## src/rtl/imm_pkg.sv

```systemverilog
// Shared types and constants for the pipelined immediate generator.
// Contents: format codes, RV32I/RV64I major opcodes, and the buffered entry payload.
package imm_pkg;

    localparam int unsigned INSTR_W   = 32;
    localparam int unsigned IMM_MAX_W = 64;
    localparam int unsigned TAG_MAX_W = 64;

    typedef enum logic [2:0] {
        FMT_NONE = 3'd0,
        FMT_I    = 3'd1,
        FMT_S    = 3'd2,
        FMT_B    = 3'd3,
        FMT_U    = 3'd4,
        FMT_J    = 3'd5,
        FMT_Z    = 3'd6
    } fmt_e;

    localparam logic [6:0] OP_IMM    = 7'b0010011;
    localparam logic [6:0] OP_LOAD   = 7'b0000011;
    localparam logic [6:0] OP_JALR   = 7'b1100111;
    localparam logic [6:0] OP_FENCE  = 7'b0001111;
    localparam logic [6:0] OP_IMM32  = 7'b0011011;
    localparam logic [6:0] OP_STORE  = 7'b0100011;
    localparam logic [6:0] OP_BRANCH = 7'b1100011;
    localparam logic [6:0] OP_LUI    = 7'b0110111;
    localparam logic [6:0] OP_AUIPC  = 7'b0010111;
    localparam logic [6:0] OP_JAL    = 7'b1101111;
    localparam logic [6:0] OP_SYSTEM = 7'b1110011;

    // Sized for the widest legal XLEN/TAG_W; narrower instances zero-fill the top.
    typedef struct packed {
        logic [IMM_MAX_W-1:0] imm;
        fmt_e                 fmt;
        logic                 illegal;
        logic [TAG_MAX_W-1:0] tag;
    } imm_entry_t;

endpackage

```

## src/rtl/imm_decode.sv

```systemverilog
// Combinational immediate decoder: instruction word -> {imm, fmt, illegal}.
// Ports: instr (32b raw word), imm (XLEN, sign/zero extended), fmt (fmt_e),
//        illegal (low two bits not 2'b11).
module imm_decode
    import imm_pkg::*;
#(
    parameter int unsigned XLEN = 32
) (
    input  logic [INSTR_W-1:0] instr,
    output logic [XLEN-1:0]    imm,
    output fmt_e               fmt,
    output logic               illegal
);

    if (XLEN != 32 && XLEN != 64) begin : g_bad_xlen
        $error("imm_decode: XLEN must be 32 or 64");
    end

    // Raw immediates as signed fields so a width cast performs the sign extension.
    logic signed [11:0] imm_i;
    logic signed [11:0] imm_s;
    logic signed [12:0] imm_b;
    logic signed [31:0] imm_u;
    logic signed [20:0] imm_j;

    assign imm_i = instr[31:20];
    assign imm_s = {instr[31:25], instr[11:7]};
    assign imm_b = {instr[31], instr[7], instr[30:25], instr[11:8], 1'b0};
    assign imm_u = {instr[31:12], 12'b0};
    assign imm_j = {instr[31], instr[19:12], instr[20], instr[30:21], 1'b0};

    assign illegal = (instr[1:0] != 2'b11);

    // Format select by major opcode.
    always_comb begin
        imm = '0;
        fmt = FMT_NONE;
        case (instr[6:0])
            OP_IMM, OP_LOAD, OP_JALR, OP_FENCE: begin
                imm = XLEN'(imm_i);
                fmt = FMT_I;
            end
            OP_IMM32: begin
                if (XLEN == 64) begin
                    imm = XLEN'(imm_i);
                    fmt = FMT_I;
                end
            end
            OP_STORE: begin
                imm = XLEN'(imm_s);
                fmt = FMT_S;
            end
            OP_BRANCH: begin
                imm = XLEN'(imm_b);
                fmt = FMT_B;
            end
            OP_LUI, OP_AUIPC: begin
                imm = XLEN'(imm_u);
                fmt = FMT_U;
            end
            OP_JAL: begin
                imm = XLEN'(imm_j);
                fmt = FMT_J;
            end
            OP_SYSTEM: begin
                // Only the CSR*I variants carry a (zero-extended) immediate.
                if (instr[14]) begin
                    imm = XLEN'(instr[19:15]);
                    fmt = FMT_Z;
                end
            end
            default: ;
        endcase
    end

endmodule

```

## src/rtl/imm_gen_pipe.sv

```systemverilog
// Pipelined immediate generator with a 2-entry skid buffer and synchronous flush.
// Ports: clk, rst (sync, active-high), flush (sync drop of all entries),
//        in_valid/in_ready/in_instr/in_tag (upstream), out_valid/out_ready/
//        out_imm/out_fmt/out_illegal/out_tag (downstream, registered).
module imm_gen_pipe
    import imm_pkg::*;
#(
    parameter int unsigned XLEN  = 32,
    parameter int unsigned TAG_W = 32
) (
    input  logic               clk,
    input  logic               rst,
    input  logic               flush,
    input  logic               in_valid,
    output logic               in_ready,
    input  logic [INSTR_W-1:0] in_instr,
    input  logic [TAG_W-1:0]   in_tag,
    output logic               out_valid,
    input  logic               out_ready,
    output logic [XLEN-1:0]    out_imm,
    output logic [2:0]         out_fmt,
    output logic               out_illegal,
    output logic [TAG_W-1:0]   out_tag
);

    if (XLEN != 32 && XLEN != 64) begin : g_bad_xlen
        $error("imm_gen_pipe: XLEN must be 32 or 64");
    end
    if (TAG_W == 0 || TAG_W > TAG_MAX_W) begin : g_bad_tag
        $error("imm_gen_pipe: TAG_W must be 1..64");
    end

    logic [XLEN-1:0] dec_imm;
    fmt_e            dec_fmt;
    logic            dec_illegal;

    imm_decode #(.XLEN(XLEN)) u_decode (
        .instr   (in_instr),
        .imm     (dec_imm),
        .fmt     (dec_fmt),
        .illegal (dec_illegal)
    );

    imm_entry_t new_entry;
    imm_entry_t main_q, main_d;
    imm_entry_t skid_q, skid_d;
    logic       main_valid, main_valid_d;
    logic       skid_valid, skid_valid_d;
    logic       accept;
    logic       emit;

    // Pack the decoded instruction into a buffer entry.
    always_comb begin
        new_entry         = '0;
        new_entry.imm     = IMM_MAX_W'(dec_imm);
        new_entry.fmt     = dec_fmt;
        new_entry.illegal = dec_illegal;
        new_entry.tag     = TAG_MAX_W'(in_tag);
    end

    assign in_ready = !rst && !skid_valid;
    assign accept   = in_valid && in_ready;
    assign emit     = main_valid && out_ready;

    // Skid-buffer next state; main is the head, skid only fills while main stalls.
    always_comb begin
        main_d       = main_q;
        skid_d       = skid_q;
        main_valid_d = main_valid;
        skid_valid_d = skid_valid;
        if (flush) begin
            main_valid_d = 1'b0;
            skid_valid_d = 1'b0;
        end else if (emit) begin
            if (skid_valid) begin
                // in_ready is low whenever skid is full, so no accept can collide here.
                main_d       = skid_q;
                skid_valid_d = 1'b0;
            end else if (accept) begin
                main_d = new_entry;
            end else begin
                main_valid_d = 1'b0;
            end
        end else if (!main_valid) begin
            if (accept) begin
                main_d       = new_entry;
                main_valid_d = 1'b1;
            end
        end else if (accept) begin
            skid_d       = new_entry;
            skid_valid_d = 1'b1;
        end
    end

    // State registers; reset clears data too so out_* read zero after reset.
    always_ff @(posedge clk) begin
        if (rst) begin
            main_q     <= '0;
            skid_q     <= '0;
            main_valid <= 1'b0;
            skid_valid <= 1'b0;
        end else begin
            main_q     <= main_d;
            skid_q     <= skid_d;
            main_valid <= main_valid_d;
            skid_valid <= skid_valid_d;
        end
    end

    assign out_valid   = main_valid;
    assign out_imm     = main_q.imm[XLEN-1:0];
    assign out_fmt     = main_q.fmt;
    assign out_illegal = main_q.illegal;
    assign out_tag     = main_q.tag[TAG_W-1:0];

    // Bits above XLEN/TAG_W are always zero and intentionally not presented.
    logic unused_hi;
    assign unused_hi = ^{main_q.imm, main_q.tag};

endmodule

```

## config.mk

```make
export PLATFORM = sky130hd
export DESIGN_NAME = imm_gen_pipe
export DESIGN_NICKNAME = d
export VERILOG_FILES = /design/src/rtl/imm_pkg.sv /design/src/rtl/imm_decode.sv /design/src/rtl/imm_gen_pipe.sv
export SDC_FILE = /design/constraint.sdc
export NUM_CORES = 1
export LEC_CHECK = 0
export CAP_MARGIN = 5
export CORE_ASPECT_RATIO = 0.9
export CORE_MARGIN = 3
export CORE_UTILIZATION = 47
export CTS_BUF_LIST = sky130_fd_sc_hd__clkbuf_16
export CTS_CLUSTER_DIAMETER = 40
export DETAILED_ROUTE_END_ITERATION = 10
export PLACE_DENSITY = 0.77
export SLEW_MARGIN = 5
export SYNTH_ARGS = -nofsm -noshare
export SYNTH_HDL_FRONTEND = slang
export SYNTH_HIERARCHICAL = 1
export SYNTH_SLANG_ARGS = --single-unit
```

## constraint.sdc

```tcl
create_clock -name clk -period 1.5 [get_ports clk]
set_input_delay 0.15 -clock clk [delete_from_list [all_inputs] [get_ports clk]]
set_output_delay 0.15 -clock clk [all_outputs]
set_load 0.1 [all_outputs]
```

* After elaboration in Yosys (flattened, before gate mapping) *
Cells that the tools add are included.

word-level totals
  flip-flop bits (word level) = 202
  input port bits = 69
  output and inout bits = 70
  word-level logic and storage cells = 52

operators by class
  equal/unequal tests = 14
  mux-type cells = 13
  bitwise operators = 2
  reduce and logical (&&, ||, !) cells = 13

operator list
  kind                  count
  $mux W132             4
  $pmux W32 S6          1
  $eq A7 B7 Y1 const B  4
  $pmux W3 S6           1
  $eq A7 B5 Y1 const B  2
  $eq A7 B6 Y1 const B  2
  $eq A7 B2 Y1 const B  1
  $eq A7 B4 Y1 const B  1
  $ne A2 B2 Y1 const B  3
  $reduce_and A2 Y1     3
  $mux W1               5
  $mux W5               1
  $reduce_and A4 Y1     1
  $reduce_or A2 Y1      2
  $reduce_or A4 Y1      1
  $logic_and A1 B1 Y1   3
  $mux W3               1
  $reduce_or A3 Y1      1
  $logic_not A1 Y1      2
  $ne A2 B1 Y1 const B  1
  $not A1 Y1            2

* Logic depth before layout (Yosys ltp) *
  depth in word-level cells = 6
  mapped depth = 8

* By module *
The synthesis kept the hierarchy.

modules (own cells, without submodules)
  module        times used  cells an instance  area an instance (sq um)
  imm_gen_pipe  1           721                6,403.6
  imm_decode    1           97                 655.6

* Worst setup path after synthesis *
OpenSTA, ideal clock, no wires.

  kind = flip-flop to flip-flop
  start point = reg main_valid, in the netlist out_valid
  end point = reg main_q (netlist bit out_imm[1])
  arrival = 2.152 ns
  required time = 1.397 ns
  path slack = -0.756 ns
  cell stages (with the launch flop) = 6
  clock period less this slack = 2.256 ns
  path through = dfxtp_1 nand3_2 buf_6 buf_2 mux2i_1 a2111oi_2

on the way
  longest elaborated chain between the ends = 3
  elaborated cells on any way between the ends = 4

ends and longest elaborated chain
  what                                line                 RTL
  start: declaration                  imm_gen_pipe.sv:47   logic main_valid, main_valid_d;
  start signal: assignment            imm_gen_pipe.sv:105  main_valid <= main_valid_d;
  $logic_and A1 B1 Y1                 imm_gen_pipe.sv:63   assign emit = main_valid && out_ready;
  $ne A2 B1 Y1 (no source line)       n/a
  $reduce_and A2 Y1 (no source line)  n/a
  end signal: assignment              imm_gen_pipe.sv:103  main_q <= main_d;
  end: declaration                    imm_gen_pipe.sv:45   imm_entry_t main_q, main_d;

Several ways; a longest one is shown, not always the timed one.
A chain may end at the register's enable or synchronous reset.

* Worst setup path in the final report *
  start point = reg skid_valid
  end point = reg skid_q[87] in the netlist's numbering

on the way
  longest elaborated chain between the ends = 4

ends and longest elaborated chain
  what                                line                 RTL
  start: declaration                  imm_gen_pipe.sv:48   logic skid_valid, skid_valid_d;
  start signal: assignment            imm_gen_pipe.sv:106  skid_valid <= skid_valid_d;
  $logic_not A1 Y1                    imm_gen_pipe.sv:61   assign in_ready = !rst && !skid_valid;
  $logic_and A1 B1 Y1                 imm_gen_pipe.sv:61
  $logic_and A1 B1 Y1                 imm_gen_pipe.sv:62   assign accept = in_valid && in_ready;
  $reduce_and A4 Y1 (no source line)  n/a
  end signal: assignment              imm_gen_pipe.sv:104  skid_q <= skid_d;
  end: declaration                    imm_gen_pipe.sv:46   imm_entry_t skid_q, skid_d;

Every way passes these cells.

==> tab_implementation.tex <==
\begin{tabular}{lr}
\hline
Metric & Value \\
\hline
\multicolumn{2}{l}{\textbf{Status}} \\
\quad Result of the run & complete, but fails checks \\
\quad Violated checks & setup timing \\
\multicolumn{2}{l}{\textbf{Routing}} \\
\quad Overall via count from detail\_route & $\sim$8,300 \\
\quad Number of design-rule violations left by the first detailed-router iteration & 1,255 \\
\quad Number of remaining DRC errors & 0 \\
\quad Routed length per placed instance & between 20 and 30 µm \\
\quad Ratio of routed vias to standard cells & 6.98 \\
\quad Drt first pass iters & 5 \\
\quad Total wire length after detailed routing & 31,800 µm \\
\quad Number of routed nets with antenna violations & 0 \\
\multicolumn{2}{l}{\textbf{Power and ir drop}} \\
\quad Overall power & 0.0104 W \\
\quad Portion of total power attributed to sequential cells & 37.1\% \\
\quad Worst VDD drop & 854 µV \\
\quad Leakage power figure & 4.46 nW \\
\quad Power Internal & between 0.007 and 0.008 W \\
\quad Switch share & between 30 and 40\% \\
\quad Pwr Density & 858 nW/µm² \\
\quad Power share of the clock group & around two fifths \\
\quad Logic pwr share & 23.3\% \\
\quad Net switching power & 0.00325 W \\
\multicolumn{2}{l}{\textbf{Final layout}} \\
\quad Fraction of final layout cells with drive strength greater than 1 & 40.3\% \\
\quad Non-Filler Instances & 1,195 \\
\quad Area growth from synthesis to layout & 72.0\% \\
\quad N\_diodes & 0 \\
\quad Final \#Nets & 1,059 \\
\quad Filler cell count in the final layout & 698 \\
\multicolumn{2}{l}{\textbf{Worst setup path}} \\
\quad Maximum fanout along the worst path & $\sim$50 \\
\quad Critical path buffer and inverter count & 2 \\
\quad Worst stage delay on the critical path & 390 ps \\
\quad Required time worst endpoint & 1800 ps \\
\quad Kind of end point of the critical path & flip-flop \\
\quad Startpoint Class & flip-flop \\
\quad CP top delay family & compound AO/OA/AOI/OAI gates \\
\quad Critical path start-end classification & reg -> reg \\
\quad Slowest stage cell on the critical path & o21ai\_0 \\
\quad Cell-by-cell listing of the critical path & buf\_4 -> nand4bb\_2 -> buf\_12 -> o21ai\_0 -> a21oi\_2 \\
\quad Arrival time at the worst endpoint & 1970 ps \\
\multicolumn{2}{l}{\textbf{Clock tree}} \\
\quad Htree depth & 4 \\
\quad Total clock sinks & approximately 140 \\
\quad Root buffer selected by CTS & clkbuf\_16 \\
\quad Maximum clock path buffer count & 2 \\
\quad Source-to-sink clock delay at the later pin of the worst-skew pair & 440 ps \\
\quad Clock buffer count from CTS & 17 \\
\quad Clock slew at reported path FFs & 60 ps \\
\quad CTS tree & done \\
\quad Hold buffer count at CTS & 0 \\
\multicolumn{2}{l}{\textbf{Synthesis}} \\
\quad Part of the Yosys area used for sequential elements & 39.1\% \\
\quad Most instantiated flip-flop cell in the synthesis netlist & dfxtp\_1 \\
\quad Distinct cell type count after synthesis & 51 \\
\quad Synthesis warning total & 6 \\
\quad Area fraction in compound gates after synthesis & a little under a third \\
\quad Portion of netlist area occupied by mux cells & 9.64\% \\
\quad Net count after synthesis & 887 \\
\quad Adder-cell share of the synthesized area & 0\% \\
\quad Count of flip-flops with a built-in enable after synthesis & 0 \\
\quad Mapped Cells & 818 \\
\quad Post-synthesis cell type with the largest combined area & dfxtp\_1 \\
\quad Top cell types by occurrence after synthesis & 144 x a21oi\_1, 138 x dfxtp\_1, 69 x nand3\_1, 69 x nor3\_1, 69 x o21ai\_0 \\
\quad Post-Synth Simple-Gate Area & 13.5\% \\
\quad Mean cell area of the mapped netlist & 8.63 µm² \\
\quad Most area-consuming cells after synthesis & dfxtp\_1 39\%, a21oi\_1 10\%, mux2i\_1 9.6\%, a2111oi\_0 5.6\%, nand3\_1 4.9\% \\
\quad Most frequent cell after synthesis & a21oi\_1 \\
\quad Async set or reset register ratio after synthesis & 0\% \\
\quad Register bit count reported by yosys & 138 \\
\quad Area share of the leading cell type in the synthesized netlist & about two fifths \\
\quad Combinational family with the most area after synthesis & compound AO/OA/AOI/OAI gates \\
\quad Area share of xor/xnor cells in the synthesized design & 0\% \\
\quad Post-synthesis instance area & around 7100 µm² \\
\multicolumn{2}{l}{\textbf{Timing}} \\
\quad Final Worst Setup Slack & -173 ps \\
\quad Skew final & 5.49 ps \\
\quad Max Clock Freq & around 600 MHz \\
\quad Hold Fails Final Rpt & 0 \\
\quad Tcrit/Tclk final & 112\% \\
\quad Slew headroom & between 50\% and 60\% \\
\quad Actual transition at the worst max-transition pin & 750 ps \\
\quad Final number of max-transition violations & 0 \\
\quad Finish-stage setup viols & 111 \\
\quad Post-layout minimum cycle time & 1670 ps \\
\quad Unrepaired setup endpoints after global routing & yes \\
\multicolumn{2}{l}{\textbf{Die}} \\
\quad Initial core utilization & 49.1\% \\
\quad Number of placement rows & 41 \\
\quad Top-level port count & 139 \\
\quad Overall die width & between 100 and 150 µm \\
\quad Area enclosed by the die boundary & 16,500 µm² \\
\quad Core area & $\sim$14,000 µm² \\
\quad Die height & 122 µm \\
\multicolumn{2}{l}{\textbf{GRT}} \\
\quad Pin count of the biggest net entering global routing & 50 \\
\quad Total routing resource utilization after global routing & between 20\% and 30\% \\
\quad Initial antenna violation count & 0 \\
\quad First-pass GRT wire length & approximately 39,000 µm \\
\quad Global-route congestion overflow total & 0 \\
\quad Vias in the first global route & 7,320 \\
\multicolumn{2}{l}{\textbf{Placement}} \\
\quad Final weighted congestion in routability-driven placement & 0.884 \\
\quad Number of input and output port buffers inserted & 138 \\
\quad Half-perimeter wire length after detailed placement & around 15,000 µm \\
\quad \# placed instances & between 1,000 and 1,500 \\
\multicolumn{2}{l}{\textbf{Min path}} \\
\quad Class of the tightest hold or removal check & in -> reg \\
\multicolumn{2}{l}{\textbf{Run}} \\
\quad Max cap viols & 0 \\
\hline
\end{tabular}
## kinds of logic after synthesis
logic type             Yosys count
AO/OA/AOI/OAI                  331
buffers and inverters          107
AND/OR/NAND/NOR                174
multiplexers                    68
flip-flops                     138
## layer usage
| metal | GRT usage [%] | share of wire (%) |
|---|---|---|
| met1 | 39.4 | 36 |
| met2 | 47.4 | 47 |
| met3 | 8.24 | 11 |
| met4 | 10.8 | 5.7 |
| met5 | 0 | 0 |
## placed cells by master, fill, tap and decap left out, types with 18 or more instances in the layout
master,netlist,layout
a2111oi_2,20,35
a2111oi_4,0,28
a21o_1,23,22
a21oi_1,144,107
a21oi_2,1,35
buf_12,0,91
buf_4,3,60
clkbuf_16,0,27
clkdlybuf4s50_1,0,59
dfxtp_1,138,136
mux2i_1,68,50
mux2i_2,0,18
nand3_1,69,44
nor3_1,69,61
o21ai_0,69,58
## layout make-up
type                    count  area (µm²)  area share, %
multi-input cells         574        5090           42.0
repair buffers            249        3440           28.3
flip-flops and latches    138        2770           22.8
clock buffers              18         450           3.71
well taps                 193         241           1.99
clock inverters            13         109          0.896
inverters                  10        37.5          0.309
## worst register-to-register path, cell delays in order, from the launching register on
cell and delay, ps:
dfxtp_4 370, buf_4 150, nand4bb_2 270, buf_12 240, o21ai_0 390, a21oi_2 110
## final timing paths
| path | to | cells past startpoint | slack (ps) | start |
|---|---|---|---|---|
| max reg2reg | skid_q[87] | 5 | -170 | skid_valid |
| max | skid_q[87] | 5 | -170 | skid_valid |
| min | skid_q[1] | 3 | 190 | rst |
| min reg2reg | skid_q[26] | 2 | 490 | skid_q[26] |
## sequential cells by signal (all words and copies together), names as in the netlist
| signal | cells |
|---|---|
| out_fmt | 3 |
| out_imm | 32 |
| skid_q | 68 |
| out_illegal | 1 |
| out_valid | 1 |
| skid_valid | 1 |
| out_tag | 32 |
## power by group through the flow
| stage | Sequential, W | Combinational, W | Clock, W |
|---|---|---|---|
| 3_5_place_dp | 0.00393 | 0.00206 | 0 |
| 4_1_cts | 0.00385 | 0.00217 | 0.00406 |
| 3_3_place_gp | 0.00393 | 0.00204 | 0 |
| 6_report | 0.00386 | 0.00242 | 0.00413 |
| 2_1_floorplan | 0.00442 | 0.000703 | 0 |
| 5_1_grt | 0.00387 | 0.00249 | 0.00425 |
## metrics by stage
step	instance area (µm²)	setup WS [ps]	setup TNS, ps	util, %	hold slack, ps
final	12100	-173	-7380	84.5	189
after CTS	11200	-4.03	-8.04	77.8	134
after detailed placement	10200	-957	-60820	71.0	466
after global routing	12100	-194	-11310	84.5	197
after floorplan	7530	-136	-5150	-	250
after global placement	10200	-793	-55990	71.0	459
## repair_timing
item                                    4_1_cts  5_1_grt
cloned                                        4       12
pin swaps                                    21       71
endpoints found under the setup margin      137      117
gates resized for setup                      99      153
buffers inserted                              9        8
(Power assumes the default switching activity.)
